[src/rtl/md_scheduler.sv]
// Issue/retire scheduler for the multiply/divide unit and the HI/LO moves.
// An MD op occupies the unit for LAT cycles; any MD-class request in that window stalls.
module md_scheduler #(
    parameter int unsigned MUL_LAT = 5,
    parameter int unsigned DIV_LAT = 10
) (
    input  logic        clk,
    input  logic        reset,
    input  logic        req_valid,
    input  logic [2:0]  req_op,
    input  logic [31:0] req_a,
    input  logic [31:0] req_b,
    input  logic        flush,
    output logic        md_start,
    output logic [1:0]  md_op,
    output logic [31:0] md_a,
    output logic [31:0] md_b,
    output logic        md_abort,
    output logic        hilo_commit,
    output logic [1:0]  hilo_wr,
    output logic [31:0] hilo_data,
    output logic        rd_sel,
    output logic        stall,
    output logic        busy,
    output logic [1:0]  dbg_state
);

    typedef enum logic [1:0] {
        IDLE   = 2'd0,
        BUSY   = 2'd1,
        COMMIT = 2'd2
    } state_t;

    // The counter is loaded with LAT-2: one cycle is spent in IDLE accepting, one in COMMIT.
    localparam logic [3:0] MUL_CNT = 4'(MUL_LAT - 2);
    localparam logic [3:0] DIV_CNT = 4'(DIV_LAT - 2);

    state_t      state_q, state_d;
    logic [3:0]  cnt_q, cnt_d;
    logic [1:0]  md_op_q, md_op_d;
    logic [31:0] md_a_q, md_a_d;
    logic [31:0] md_b_q, md_b_d;

    always_ff @(posedge clk) begin
        if (!reset) begin
            state_q <= IDLE;
            cnt_q   <= 4'd0;
            md_op_q <= 2'b00;
            md_a_q  <= 32'd0;
            md_b_q  <= 32'd0;
        end else begin
            state_q <= state_d;
            cnt_q   <= cnt_d;
            md_op_q <= md_op_d;
            md_a_q  <= md_a_d;
            md_b_q  <= md_b_d;
        end
    end

    always_comb begin
        state_d     = state_q;
        cnt_d       = cnt_q;
        md_op_d     = md_op_q;
        md_a_d      = md_a_q;
        md_b_d      = md_b_q;
        md_start    = 1'b0;
        md_abort    = 1'b0;
        hilo_commit = 1'b0;
        hilo_wr     = 2'b00;

        case (state_q)
            IDLE: begin
                if (req_valid && !flush) begin
                    if (!req_op[2]) begin
                        md_start = 1'b1;
                        md_op_d  = req_op[1:0];
                        md_a_d   = req_a;
                        md_b_d   = req_b;
                        cnt_d    = req_op[1] ? DIV_CNT : MUL_CNT;
                        state_d  = BUSY;
                    end else if (req_op[1] == 1'b0) begin
                        hilo_wr = req_op[0] ? 2'b10 : 2'b01;
                    end
                end
            end
            BUSY: begin
                if (flush) begin
                    md_abort = 1'b1;
                    cnt_d    = 4'd0;
                    state_d  = IDLE;
                end else if (cnt_q == 4'd0) begin
                    state_d = COMMIT;
                end else begin
                    cnt_d = cnt_q - 4'd1;
                end
            end
            COMMIT: begin
                // A flush here is too late: the op has already retired.
                hilo_commit = 1'b1;
                state_d     = IDLE;
            end
            default: begin
                state_d = IDLE;
            end
        endcase

        // While reset is asserted nothing may launch, abort or write.
        if (!reset) begin
            md_start    = 1'b0;
            md_abort    = 1'b0;
            hilo_commit = 1'b0;
            hilo_wr     = 2'b00;
        end
    end

    assign md_op     = md_op_q;
    assign md_a      = md_a_q;
    assign md_b      = md_b_q;
    assign hilo_data = req_a;
    assign rd_sel    = req_op[0];
    assign busy      = (state_q != IDLE);
    assign stall     = req_valid && (state_q != IDLE);
    assign dbg_state = state_q;

endmodule

[config.mk]
export PLATFORM = sky130hd
export DESIGN_NAME = md_scheduler
export DESIGN_NICKNAME = d
export VERILOG_FILES = /design/src/rtl/md_scheduler.sv
export SDC_FILE = /design/constraint.sdc
export NUM_CORES = 1
export LEC_CHECK = 0
export BUFFER_PORTS_ARGS = -buffer_cell sky130_fd_sc_hd__buf_4
export CORE_MARGIN = 5
export CORE_UTILIZATION = 43
export DETAILED_ROUTE_END_ITERATION = 8
export MAX_ROUTING_LAYER = met4
export PLACE_DENSITY = 0.84
export SETUP_SLACK_MARGIN = 0.5
export SLEW_MARGIN = 20
export SYNTH_ARGS = -nofsm -noshare
export SYNTH_HDL_FRONTEND = slang
export SYNTH_SLANG_ARGS = --single-unit
[constraint.sdc]
create_clock -name clk -period 2.25 [get_ports clk]
set_clock_uncertainty 0.05 [all_clocks]
set_input_delay 0.225 -clock clk [delete_from_list [all_inputs] [get_ports clk]]
set_output_delay 0.225 -clock clk [all_outputs]
set_load 0.01 [all_outputs]
==> Flow_metrics.wiki, run 1 <==
{| class="wikitable"
! Metric !! Value
|-
| Capture endpoint of the worst hold path || md_b[10]
|-
| Placeable Area || 0.00672 mm^2
|-
| Number of antenna violations at the first check in global routing || 0
|-
| Maximum achievable frequency || 0.503 GHz
|-
| Post-route cell area || 0.00495 mm^2
|-
| Number of distinct library cell variants in the gate-level netlist after synthesis || 31
|-
| Critical Path End Type || flop
|-
| Unrepaired setup endpoints after global routing || yes
|-
| Root Driver || sky130_fd_sc_hd__clkbuf_8
|-
| Total number of nets in the final design || 608
|-
| Sequential cell area in the final layout || 0.00145 mm^2
|-
| Sum of routed wire length over all layers || 10000 um
|-
| Fin Setup TNS || 0 ns
|-
| Critical path startpoint category || flop
|-
| Num rows || 30
|-
| Final cell count without fillers || 620
|-
| Deepest clock path buffer count || 2
|-
| Worst slew margin || 57.8%
|-
| Share of synthesized area occupied by flip-flops and latches || 48.9%
|-
| I/O Pins || 179
|-
| Worst Path Required || 2.47 ns
|-
| Endpoint of the worst-slack reg-to-reg timing path || md_op[0]
|-
| DRC violation total after the first TritonRoute iteration || 140
|-
| Area growth from synthesis to layout || 68.0%
|-
| Hpwl dp || 6260 um
|-
| Cell type with the highest aggregate area in the netlist || sky130_fd_sc_hd__dfxtp_1
|-
| Routed length per instance || 16.1 um
|-
| Vias after detailed routing || 3097
|-
| Number of synthesized flops with an enable pin || 0
|-
| Worst VDD drop || 0.000399 V
|-
| Asr flop ratio synth || 0%
|-
| Clock period minus worst slack || 1.99 ns
|-
| Area used by multi-input combinational logic || 0.00131 mm^2
|-
| Cell area after synthesis || 0.00295 mm^2
|-
| Cell leakage power || 2.22 nW
|-
| Total Power Consumption || 3.12 mW
|-
| H-tree levels || 3
|-
| Worst R2R Path Depth || 10
|-
| Final antenna-violating net count || 0
|-
| Maximum number of pins on one net before global-route repair || 50
|-
| Worst-Margin Slew || 0.624 ns
|-
| Kind of critical path || reg -> reg
|-
| Share of the synthesized area in the top cell type || 48.9%
|-
| Highest fanout seen on the critical path || 7
|-
| Post-DR vias/cell || 5.00
|-
| Outcome || complete, no violations
|-
| Synthesized net count || 446
|-
| Total cell area at the placement stage || 0.00407 mm^2
|-
| Hold Startpoint || req_b[10]
|-
| Vertical die dimension || 92.8 um
|-
| Post-route DRC || 0
|-
| Number of buffers added to fix hold violations after cts || 0
|-
| Worst slack at placement || 0.285 ns
|-
| Die ar. || 0.00861 mm^2
|-
| Most instantiated cells after synthesis || sky130_fd_sc_hd__nand2_1 (136), sky130_fd_sc_hd__dfxtp_1 (72), sky130_fd_sc_hd__a21oi_1 (68), sky130_fd_sc_hd__buf_4 (36), sky130_fd_sc_hd__clkbuf_1 (11)
|-
| Routability-driven placement congestion ratio || 0.769
|-
| CTS tree || yes
|-
| Most numerous cell in the Yosys netlist || sky130_fd_sc_hd__nand2_1
|-
| Worst-skew pair later-pin latency || 0.33 ns
|-
| Setup slack of the critical path after layout || 0.263 ns
|-
| Mean Syn Cell Area || 7.90 um^2
|-
| Prevailing post-synth register cell || sky130_fd_sc_hd__dfxtp_1
|-
| Power density cells || 630 mW/mm^2
|-
| Register clock-pin slew on the reported worst setup and hold paths || 0.08 ns
|-
| Number of hold violations in the final report || 0
|-
| Overall fraction of global-route tracks in use || 22.4%
|-
| Register bit count reported by yosys || 72
|-
| Initial Util || 43.9%
|-
| Number of warnings reported in the yosys synthesis log || 0
|-
| X dimension of the die || 92.8 um
|-
| Placed Cells incl. Taps || 580
|-
| Hold Path Cell Cnt || 3
|-
| Clock sink total || 72
|-
| Register-to-Register Setup Slack || 0.26 ns
|-
| Min-delay worst type || in -> reg
|-
| Count of mapped cells out of synthesis || 373
|-
| Pre-Repair DR Iteration Count || 4
|-
| Vias in the first global route || 2980
|-
| Max-cap violation count || 0
|-
| Count of buffers from port buffering || 178
|-
| Cells taking the most area after synthesis || sky130_fd_sc_hd__dfxtp_1 (49%), sky130_fd_sc_hd__nand2_1 (17%), sky130_fd_sc_hd__a21oi_1 (12%)
|-
| Worst setup path startpoint || dbg_state[0]
|-
| First-pass GRT wire length || 14800 um
|-
| Filler cell count in the final layout || 492
|-
| Share of post-route cells with drive strength above 1 || 50.0%
|-
| Antenna Diode Count || 0
|-
| Setup violation total in the final timing report || 0
|-
| Origin of the critical flop-to-flop path || dbg_state[0]
|-
| Post-route clock period utilization || 88.3%
|-
| Clock buffer count from CTS || 9
|-
| Residual overflow from global routing || 0
|-
| Slew Viols, Final || 0
|-
| Critical path arrival || 2.21 ns
|}
sequential cells by signal, summed over array words and instances, names as in the netlist:
signal and flops:
md_op 2, dbg_state 2, cnt_q 4, md_a 32, md_b 32
worst max-delay path by stage:
stage	to	slack, ns	depth (start not counted)
4_1_cts	md_start	0.26	4
3_5_place_dp	md_b[23]	0.28	6
6_report	md_op[0]	0.26	10
3_3_place_gp	md_b[20]	0.32	6
2_1_floorplan	md_a[22]	0.48	7
5_1_grt	md_b[2]	0.19	10
through the flow:
| step | hold slack [ns] | utilization (%) |
|---|---|---|
| 3_5_place_dp | 0.397 | 60.5 |
| 5_1_grt | 0.0739 | 73.7 |
| 4_1_cts | 0.0631 | 70.2 |
| 3_3_place_gp | 0.393 | 60.5 |
| 6_report | 0.0812 | 73.7 |
| 2_1_floorplan | 0.308 | - |
critical path: stages (launching register included):
cell and delay, ns:
sky130_fd_sc_hd__dfxtp_4 0.36, sky130_fd_sc_hd__or4b_4 0.52, sky130_fd_sc_hd__buf_6 0.13, sky130_fd_sc_hd__buf_6 0.11
sky130_fd_sc_hd__nor2_4 0.11, sky130_fd_sc_hd__buf_12 0.13, sky130_fd_sc_hd__buf_12 0.11, sky130_fd_sc_hd__buf_12 0.11
sky130_fd_sc_hd__buf_16 0.12, sky130_fd_sc_hd__nand2_1 0.06, sky130_fd_sc_hd__a21oi_2 0.11
layer usage:
metal | vias up | wire (um) | global-route usage, %
met1 | 1447 | 3820 | 23.7
met5 | - | 0 | -
met4 | 0 | 95 | 8.55
met3 | 14 | 768 | 6.50
met2 | 133 | 5320 | 39.4
li1 | 1503 | - | -
cell type report:
cell class,count,share of cell area [%]
inverter,4,0.303
sequential,72,29.3
tap,80,2.02
multi-input combinational,240,26.4
timing repair buffer,208,36.9
clock buffer,11,3.06
clock inverter,5,2.07
timing repair:
action	CTS	global route
resized for setup	18	50
setup endpoints to repair	71	75
buffers inserted	13	3
gates cloned	7	1
pin swaps	5	29
placed cells by master (no fill, tap or decap), types with 3 or more instances in the layout:
cell / count
sky130_fd_sc_hd__nand2_4: 9
sky130_fd_sc_hd__buf_6: 3
sky130_fd_sc_hd__bufinv_16: 3
sky130_fd_sc_hd__dfxtp_1: 70
sky130_fd_sc_hd__buf_12: 7
sky130_fd_sc_hd__nand2_2: 5
sky130_fd_sc_hd__nor2_1: 5
sky130_fd_sc_hd__inv_1: 3
sky130_fd_sc_hd__a21oi_2: 20
sky130_fd_sc_hd__buf_4: 189
sky130_fd_sc_hd__nand2_1: 122
sky130_fd_sc_hd__clkbuf_8: 11
sky130_fd_sc_hd__a21oi_1: 48
sky130_fd_sc_hd__buf_16: 7
power breakdown:
group / leakage [nW] / switching, mW / internal [mW]
Clock: 0.126 / 0.469 / 0.795
Sequential: 0.586 / 0.0250 / 1.32
Combinational: 1.51 / 0.235 / 0.279
Total: 2.22 / 0.730 / 2.39
logic make-up after synthesis:
family,Yosys count,synth area share [%]
AND/OR/NAND/NOR,160,22.5
AO/OA/AOI/OAI,78,14.1
flip-flops,72,48.9
buffers and inverters,61,13.6
adder cells (fa/ha/maj),2,0.849
Power figures use the tool's default switching activity.
==> run 2: changes to the inputs <==
--- a/config.mk
+++ b/config.mk
@@ -7,10 +7,11 @@
 export LEC_CHECK = 0
 export BUFFER_PORTS_ARGS = -buffer_cell sky130_fd_sc_hd__buf_4
 export CORE_MARGIN = 5
-export CORE_UTILIZATION = 43
+export CORE_UTILIZATION = 30
+export CTS_CLUSTER_DIAMETER = 50
 export DETAILED_ROUTE_END_ITERATION = 8
 export MAX_ROUTING_LAYER = met4
-export PLACE_DENSITY = 0.84
+export PLACE_DENSITY = 0.63
 export SETUP_SLACK_MARGIN = 0.5
 export SLEW_MARGIN = 20
 export SYNTH_ARGS = -nofsm -noshare
==> run 2 against run 1 <==
  * Worst hold slack got worse by 0.013 ns
  * Count of clock-buffer cells in the layout down 1
  * Register-to-register slack improved by 0.07 ns
  * Via count fell by 1.7%
  * Maximum frequency is 2.4% higher
  * Sequential share of layout area grew 0.63 points
  * Total power fell by 1.8%
  * Critical path depth shrank 6
  * Sequential power is essentially flat
  * Flip-flop and latch count did not move
  * Wire length grew 0.19%
  * Cell count rose by 8.2%
==> Flow_metrics.wiki, run 2 (synthesis gave the netlist of run 1 again) <==
{| class="wikitable"
! Metric !! Value
|-
| Kind of critical path || reg -> out
|-
| Unrepaired setup endpoints after global routing || yes
|-
| H-tree levels || 3 (unchanged)
|-
| Placed Cells incl. Taps || 633 (+9.1%)
|-
| Routability-driven placement congestion ratio || 0.870 (+13%)
|-
| Worst slew margin || 72.8% (+15 points)
|-
| Overall fraction of global-route tracks in use || 15.0% (-7.4 points)
|-
| Vias after detailed routing || 3043 (-1.7%)
|-
| Clock period minus worst slack || 1.94 ns (-0.0457 ns)
|-
| Worst Path Required || 1.98 ns (-0.49 ns)
|-
| Post-route clock period utilization || 86.3% (-2.0 points)
|-
| Setup violation total in the final timing report || 0 (unchanged)
|-
| Area growth from synthesis to layout || 64.5%
|-
| Vertical die dimension || 109 um (+18%)
|-
| Critical Path End Type || primary output
|-
| Maximum number of pins on one net before global-route repair || 38 (-24%)
|-
| Worst-Margin Slew || 0.408 ns (-0.216 ns)
|-
| X dimension of the die || 109 um (+18%)
|-
| Commonest non-fill, non-tap cells in the layout || sky130_fd_sc_hd__buf_4 (188), sky130_fd_sc_hd__nand2_1 (134), sky130_fd_sc_hd__dfxtp_1 (70)
|-
| Maximum achievable frequency || 0.515 GHz (+2.4%)
|-
| Placeable Area || 0.00968 mm^2 (+44%)
|-
| Count of buffers from port buffering || 178 (unchanged)
|-
| Slew Viols, Final || 0 (unchanged)
|-
| Critical path startpoint category || flop
|-
| Routed length per instance || 14.9 um (-7.4%)
|-
| Leading cell type in the layout, fill and taps excluded || sky130_fd_sc_hd__buf_4
|-
| Antenna Diode Count || 0 (unchanged)
|-
| Number of antenna violations at the first check in global routing || 0 (unchanged)
|-
| Final cell count without fillers || 671 (+8.2%)
|-
| Residual overflow from global routing || 0 (unchanged)
|-
| Worst VDD drop || 0.000339 V (-15%)
|-
| End-of-flow core utilization || 50.0% (-24 points)
|-
| Clock buffer count from CTS || 9 (unchanged)
|-
| Outcome || complete, no violations
|-
| Final antenna-violating net count || 0 (unchanged)
|-
| Hpwl dp || 6470 um (+3.3%)
|-
| Cell leakage power || 2.15 nW (-3.2%)
|-
| Highest fanout seen on the critical path || 2 (-5)
|-
| Fin Setup TNS || 0 ns (unchanged)
|-
| Critical path arrival || 1.67 ns (-0.54 ns)
|-
| DRC violation total after the first TritonRoute iteration || 107 (-24%)
|-
| Fraction of met1 tracks used by global routing || 16.3% (-7.4 points)
|-
| Worst-skew pair later-pin latency || 0.34 ns (about the same)
|-
| CTS tree || yes
|-
| Post-route DRC || 0 (unchanged)
|-
| Initial Util || 30.4% (-13 points)
|-
| First-pass GRT wire length || 13600 um (-8.3%)
|-
| M3 GR Usage || 4.44% (-2.1 points)
|-
| Vias in the first global route || 2786 (-6.5%)
|-
| Post-DR vias/cell || 4.54 (-9.2%)
|-
| Peak-usage layer in the global routing report || met2
|-
| I/O Pins || 179 (unchanged)
|-
| Met2 track demand over resource || 26.2% (-13 points)
|-
| Total number of nets in the final design || 607 (-0.16%)
|-
| Die ar. || 0.0119 mm^2 (+38%)
|-
| Num rows || 36 (+20%)
|-
| Register clock-pin slew on the reported worst setup and hold paths || 0.08 ns (about the same)
|-
| Number of buffers added to fix hold violations after cts || 0 (unchanged)
|-
| Power density cells || 632 mW/mm^2 (+0.37%)
|-
| Max-cap violation count || 0 (unchanged)
|-
| Deepest clock path buffer count || 2 (unchanged)
|-
| Pre-Repair DR Iteration Count || 4 (unchanged)
|-
| Number of hold violations in the final report || 0 (unchanged)
|-
| Share of post-route cells with drive strength above 1 || 45.5% (-4.5 points)
|-
| Clock sink total || 72 (unchanged)
|-
| Sum of routed wire length over all layers || 10000 um (+0.19%)
|-
| Min-delay worst type || in -> reg
|-
| Root Driver || sky130_fd_sc_hd__clkbuf_8
|}
run 2: changes by cell type in the layout (fill, tap and decap cells not counted), sizes merged:
cell	delta
clkinvlp	-1
buf	-5
clkbuf	+3
inv	+1
run 2: worst max-delay path: stages, from the launching register on:
cell                      delay [ns]
sky130_fd_sc_hd__dfxtp_4        0.35
sky130_fd_sc_hd__or4b_4         0.52
sky130_fd_sc_hd__or2_4          0.27
sky130_fd_sc_hd__nor2_4         0.09
sky130_fd_sc_hd__buf_6          0.10
run 2: final timing paths:
kind,slack (ns),end,cells past startpoint,startpoint
hold / removal,0.07,md_b[15],3,req_b[15]
setup reg to reg,0.33,md_b[22],7,dbg_state[0]
setup / recovery,0.31,md_start,4,dbg_state[0]
hold reg to reg,0.41,md_a[8],2,md_a[8]
run 2: where the power goes:
part | internal (mW) | switching [mW]
Combinational | 0.265 | 0.221
Clock | 0.763 | 0.475
Sequential | 1.32 | 0.0252
Total | 2.34 | 0.721
run 2: through the flow:
| stage | hold WS [ns] | total power [mW] | instance area, um^2 | setup WS (ns) |
|---|---|---|---|---|
| finish | 0.0686 | 3.06 | 4850 | 0.309 |
| global route | 0.0504 | 3.20 | 4850 | 0.253 |
| CTS | 0.0549 | 3.05 | 4540 | 0.251 |
| detailed placement | 0.398 | 1.78 | 4120 | 0.222 |
| global placement | 0.392 | 1.77 | 4120 | 0.241 |
| floorplan | 0.308 | 1.57 | 2970 | 0.478 |
run 2: area by class of cell:
type | count | area [um^2]
Clock buffer | 10 | 138
Tap cell | 133 | 166
Fill cell | 954 | 4840
Sequential cell | 72 | 1450
Multi-Input combinational cell | 240 | 1200
Clock inverter | 5 | 104
Timing Repair Buffer | 207 | 1780
Inverter | 4 | 15.0
run 2: repair_timing:
| item | in CTS | in global routing |
|---|---|---|
| endpoints found under the setup margin | 74 | 76 |
| cloned | 2 | 7 |
| setup buffers | 6 | 8 |
| pin swaps | 6 | 10 |
| gates resized for setup | 18 | 31 |
| endpoints found under the hold margin | 0 | 0 |
run 2: metal layers:
layer  vias to the layer above  routed length [um]
met3                        15                 798
li1                       1502                   -
met5                         -                   0
met4                         0                 103
met1                      1394                3920
met2                       132                5200
